File: src/rtl/mdio_controller.sv
// mdio_controller: Clause 22 MDIO master, one 32-bit frame per start, MDC = clk/2
//   in : clk, reset (async active-low), MDIO_START, MDIO_IN, T_DATA[31:0]
//   out: counter[5:0], MDC, MDIO_OUT, MDIO_OE, RD_DATA[15:0], DATA_RDY
module mdio_controller (
  input  logic        clk,
  input  logic        reset,
  input  logic        MDIO_START,
  input  logic        MDIO_IN,
  input  logic [31:0] T_DATA,
  output logic [5:0]  counter,
  output logic        MDC,
  output logic        MDIO_OUT,
  output logic        MDIO_OE,
  output logic [15:0] RD_DATA,
  output logic        DATA_RDY
);
  typedef enum logic {IDLE, BUSY} state_t;
  state_t      state, state_n;
  logic [31:0] frame, frame_n;
  logic [5:0]  cnt_n, cnt_inc;
  logic [15:0] rd_n;
  logic        mdc_n, out_n, oe_n, rdy_n, rd;
  assign rd      = frame[29:28] == 2'b10;
  assign cnt_inc = counter + 6'd1;
  always_ff @(posedge clk or negedge reset)
    if (!reset) begin
      state    <= IDLE;
      frame    <= '0;
      counter  <= '0;
      MDC      <= 1'b0;
      MDIO_OUT <= 1'b0;
      MDIO_OE  <= 1'b0;
      RD_DATA  <= '0;
      DATA_RDY <= 1'b0;
    end else begin
      state    <= state_n;
      frame    <= frame_n;
      counter  <= cnt_n;
      MDC      <= mdc_n;
      MDIO_OUT <= out_n;
      MDIO_OE  <= oe_n;
      RD_DATA  <= rd_n;
      DATA_RDY <= rdy_n;
    end
  always_comb begin
    state_n = state;
    frame_n = frame;
    cnt_n   = counter;
    mdc_n   = 1'b0;
    out_n   = 1'b0;
    oe_n    = 1'b0;
    rd_n    = RD_DATA;
    rdy_n   = DATA_RDY;
    if (state == IDLE) begin
      cnt_n = 6'd0;
      if (MDIO_START) begin
        state_n = BUSY;
        frame_n = T_DATA;
        out_n   = T_DATA[31];
        oe_n    = 1'b1;
        rdy_n   = 1'b0;
      end
    end else if (!MDC) begin
      // rising MDC: bit held steady, PHY samples; read data shifts in here
      mdc_n = 1'b1;
      out_n = MDIO_OUT;
      oe_n  = MDIO_OE;
      rd_n  = (rd && counter >= 6'd16) ? {RD_DATA[14:0], MDIO_IN} : RD_DATA;
    end else if (counter == 6'd31) begin
      state_n = IDLE;
      cnt_n   = 6'd32;
      rdy_n   = rd;
    end else begin
      // falling MDC: advance to next bit; reads release the line from bit 14
      cnt_n = cnt_inc;
      oe_n  = !rd || cnt_inc <= 6'd13;
      out_n = oe_n & frame[~cnt_inc[4:0]];
    end
  end
endmodule

File: config.mk
export PLATFORM = sky130hd
export DESIGN_NAME = mdio_controller
export DESIGN_NICKNAME = d
export VERILOG_FILES = /design/src/rtl/mdio_controller.sv
export SDC_FILE = /design/constraint.sdc
export NUM_CORES = 1
export LEC_CHECK = 0
export ABC_AREA = 1
export CAP_MARGIN = 20
export CORE_UTILIZATION = 50
export DETAILED_ROUTE_END_ITERATION = 8
export PLACE_DENSITY = 0.8
export SETUP_SLACK_MARGIN = 0.4
export SYNTH_ARGS = -nofsm -noshare
export SYNTH_HDL_FRONTEND = slang
export SYNTH_SLANG_ARGS = --single-unit
File: constraint.sdc
create_clock -name clk -period 2.6 [get_ports clk]
set_clock_uncertainty 0.1 [all_clocks]
set_input_delay 0.39 -clock clk [delete_from_list [all_inputs] [get_ports clk]]
set_output_delay 0.39 -clock clk [all_outputs]
set_load 0.01 [all_outputs]
==> summary.md <==
| Metric | Value |
|---|---|
| Crit-path max FO | `22` |
| # port buffers | `61` |
| Area added between synthesis and finish | `30.7%` |
| Ys Warns | `0` |
| Clock buffer depth | `2` |
| Pleak | `1.79 nW` |
| Clk pin slew, worst setup/hold paths | `0.07 ns` |
| GRT Util Overall | `23.4%` |
| Die width | `75.9 um` |
| Number of global-route vias before repair | `2265` |
| CTS tree | `yes` |
| CP max stage cell | `clkdlybuf4s50_1` |
| First-pass GRT wire length | `10600 um` |
| CTS Sinks | `59` |
| Hold Fails Final Rpt | `0` |
| Unique masters post-synth | `26` |
| Worst endpoint required time | `2.11 ns` |
| Hold_buf cts | `0` |
| Cell family with most CP delay | `buffers and inverters` |
| Layout Cells excl Fill | `482` |
| Commonest non-fill, non-tap cell in the layout | `nand2_1` |
| Final setup viols | `0` |
| Multi-input gate area | `1100 um^2` |
| Fin crit share | `78.3%` |
| Ant diodes | `0` |
| Fin crit period | `2.04 ns` |
| DR iter-0 viols | `178` |
| Die Y | `75.9 um` |
| Peak supply drop | `0.340 mV` |
| Drt pass-1 iters | `4` |
| FF-to-FF setup slack | `0.57 ns` |
| Clock Latency Late Sink | `0.34 ns` |
| Initial antenna violation count | `0` |
| R2R cell count | `12` |
| CORE AREA | `5170 um^2` |
| Placed cell count | `465` |
| Syn Area/Cell | `7.94 um^2` |
| Largest net degree at the start of global routing | `60` |
| Layout cell share with drive strength beyond 1 | `8.25%` |
| Fmax | `491 MHz` |
| DR WL/cell | `12.8 um` |
| Setup crit end kind | `primary output` |
| Worst setup SP type | `flip-flop` |
| Clock root buffer | `clkbuf_8` |
| Slew HR | `49.9%` |
| Vias per cell | `5.02` |
| DIE AREA | `5760 um^2` |
| I/O Pins | `62` |
| Post-Syn Nets | `382` |
| Layout Nets | `445` |
| Crit path DAT | `1.55 ns` |
| Placed wire-length estimate | `3990 um` |
| Global route total overflow | `0` |
| Mapped Cells | `344` |
| FF-to-FF End | `MDIO_OUT` |
| Max stage delay on crit path | `0.58 ns` |
| Worst path bufs/invs | `2` |
| Worst Tran Pin Value | `0.752 ns` |
| Initial Utilization | `52.8%` |
| RSZ-0062 raised after global routing | `no` |
| Final WL | `6170 um` |
| Register bit count reported by yosys | `59` |
| Post-Route Setup TNS | `0 ns` |
| Placer Congestion | `0.858` |
| Worst path cell trace | `buf_4 -> clkdlybuf4s50_1` |
| Num rows | `26` |
| Origin of the worst setup path | `counter[0]` |
| Post-Synthesis Cell Area | `2730 um^2` |
| Fill cells | `423` |
| Htree depth | `3` |
| CP Depth | `2` |
| Storage cell area | `1480 um^2` |
| Share of the yosys chip area belonging to registers | `54.0%` |
| Most frequent cells in the layout | `nand2_1, clkdlybuf4s50_1, dfrtp_1` |
| Status | `finished, final reports clean` |
| Vias | `2418` |
| Routed Antenna Nets | `0` |
| Crit Path Category | `reg -> out` |
| Final Max Tran Viols | `0` |
| Total CTS buffers | `9` |
| Launch point of the worst reg-to-reg path | `counter[0]` |
| Pwr Density | `491 nW/um^2` |
| Maximum Capacitance Violations | `0` |
| DRC viols | `0` |
| Worst Hold Class | `in -> async` |
## worst register-to-register path, stage by stage (launching register included)
cell and delay [ns]:
dfrtp_1 0.37, buf_4 0.26, ha_1 0.35, nand3_2 0.11, clkinv_1 0.07, nand2_1 0.04
nand2_1 0.14, nand2_1 0.07, nor2_1 0.10, nor2_1 0.08, nor2_4 0.10, nand3_2 0.07
a21oi_2 0.11
## worst max-delay path by stage
stage	end	slack [ns]
floorplan	MDIO_OUT	0.69
global placement	MDIO_OUT	0.58
detailed placement	MDIO_OUT	0.56
CTS	MDIO_OUT	0.53
global route	MDIO_OUT	0.38
finish	counter[0]	0.56
## state kept, by name, indices dropped and copies added (netlist names)
register	cells
DATA_RDY	1
MDC	1
MDIO_OE	1
MDIO_OUT	1
RD_DATA	16
counter	6
frame	32
state	1
## report_power, final
group	internal, mW	switching (mW)
sequential	0.926	0.00518
clock	0.366	0.358
combinational	0.0619	0.0366
total	1.35	0.400
## repair_timing
action	4_1_cts	5_1_grt
gates resized for setup	0	2
setup buffers	0	0
endpoints found under the setup margin	0	1
## per-stage QoR
stage,power [mW],utilization [%],hold WS [ns],cell area [um^2],setup slack (ns)
2_1_floorplan,0.958,-,-0.00559,2730,0.692
5_1_grt,1.82,69.1,0.164,3570,0.383
6_report,1.75,69.1,0.0985,3570,0.565
3_5_place_dp,1.05,65.4,0.365,3380,0.555
3_3_place_gp,1.05,65.4,0.364,3380,0.578
4_1_cts,1.78,68.7,0.116,3550,0.534
## final cells by class
cell class / count / share of cell area [%]
Timing Repair Buffer: 66 / 18.1
Sequential cell: 59 / 41.3
Tap cell: 70 / 2.45
Clock inverter: 5 / 0.806
Clock buffer: 11 / 3.96
Inverter: 25 / 2.63
Multi-Input combinational cell: 246 / 30.7
## cell families after synthesis
group / after synthesis / synth area share [%]
and+or+nand+nor: 214 / 32.4
DFF: 59 / 54.0
buffers and inverters: 39 / 6.18
AOI/OAI and AO/OA: 28 / 5.81
xor gates and xnor gates: 2 / 0.641
adders and majority gates: 2 / 0.916
## cell usage after synthesis, drive strengths merged
library cell / number / area (um^2)
xnor2: 1 / 8.76
buf: 9 / 56.3
o22ai: 3 / 18.8
nor2: 18 / 85.1
xor2: 1 / 8.76
dfrtp: 59 / 1480
inv: 23 / 86.3
o32ai: 1 / 8.76
o21ai: 12 / 60.1
nand3: 36 / 190
ha: 2 / 25.0
nand4: 3 / 18.8
nand2: 157 / 592
o211ai: 1 / 12.5
clkinv: 2 / 7.51
clkbuf: 5 / 18.8
a21oi: 11 / 58.8
## per-layer routing
metal | global-route usage (%) | routed length (um) | vias up
met4 | 7.31 | 68 | 0
met3 | 6.75 | 363 | 5
met1 | 31.1 | 2790 | 1126
li1 | - | - | 1208
met5 | 0 | 0 | -
met2 | 37.0 | 2940 | 79
Note: power is estimated with default switching activity, not from simulation.
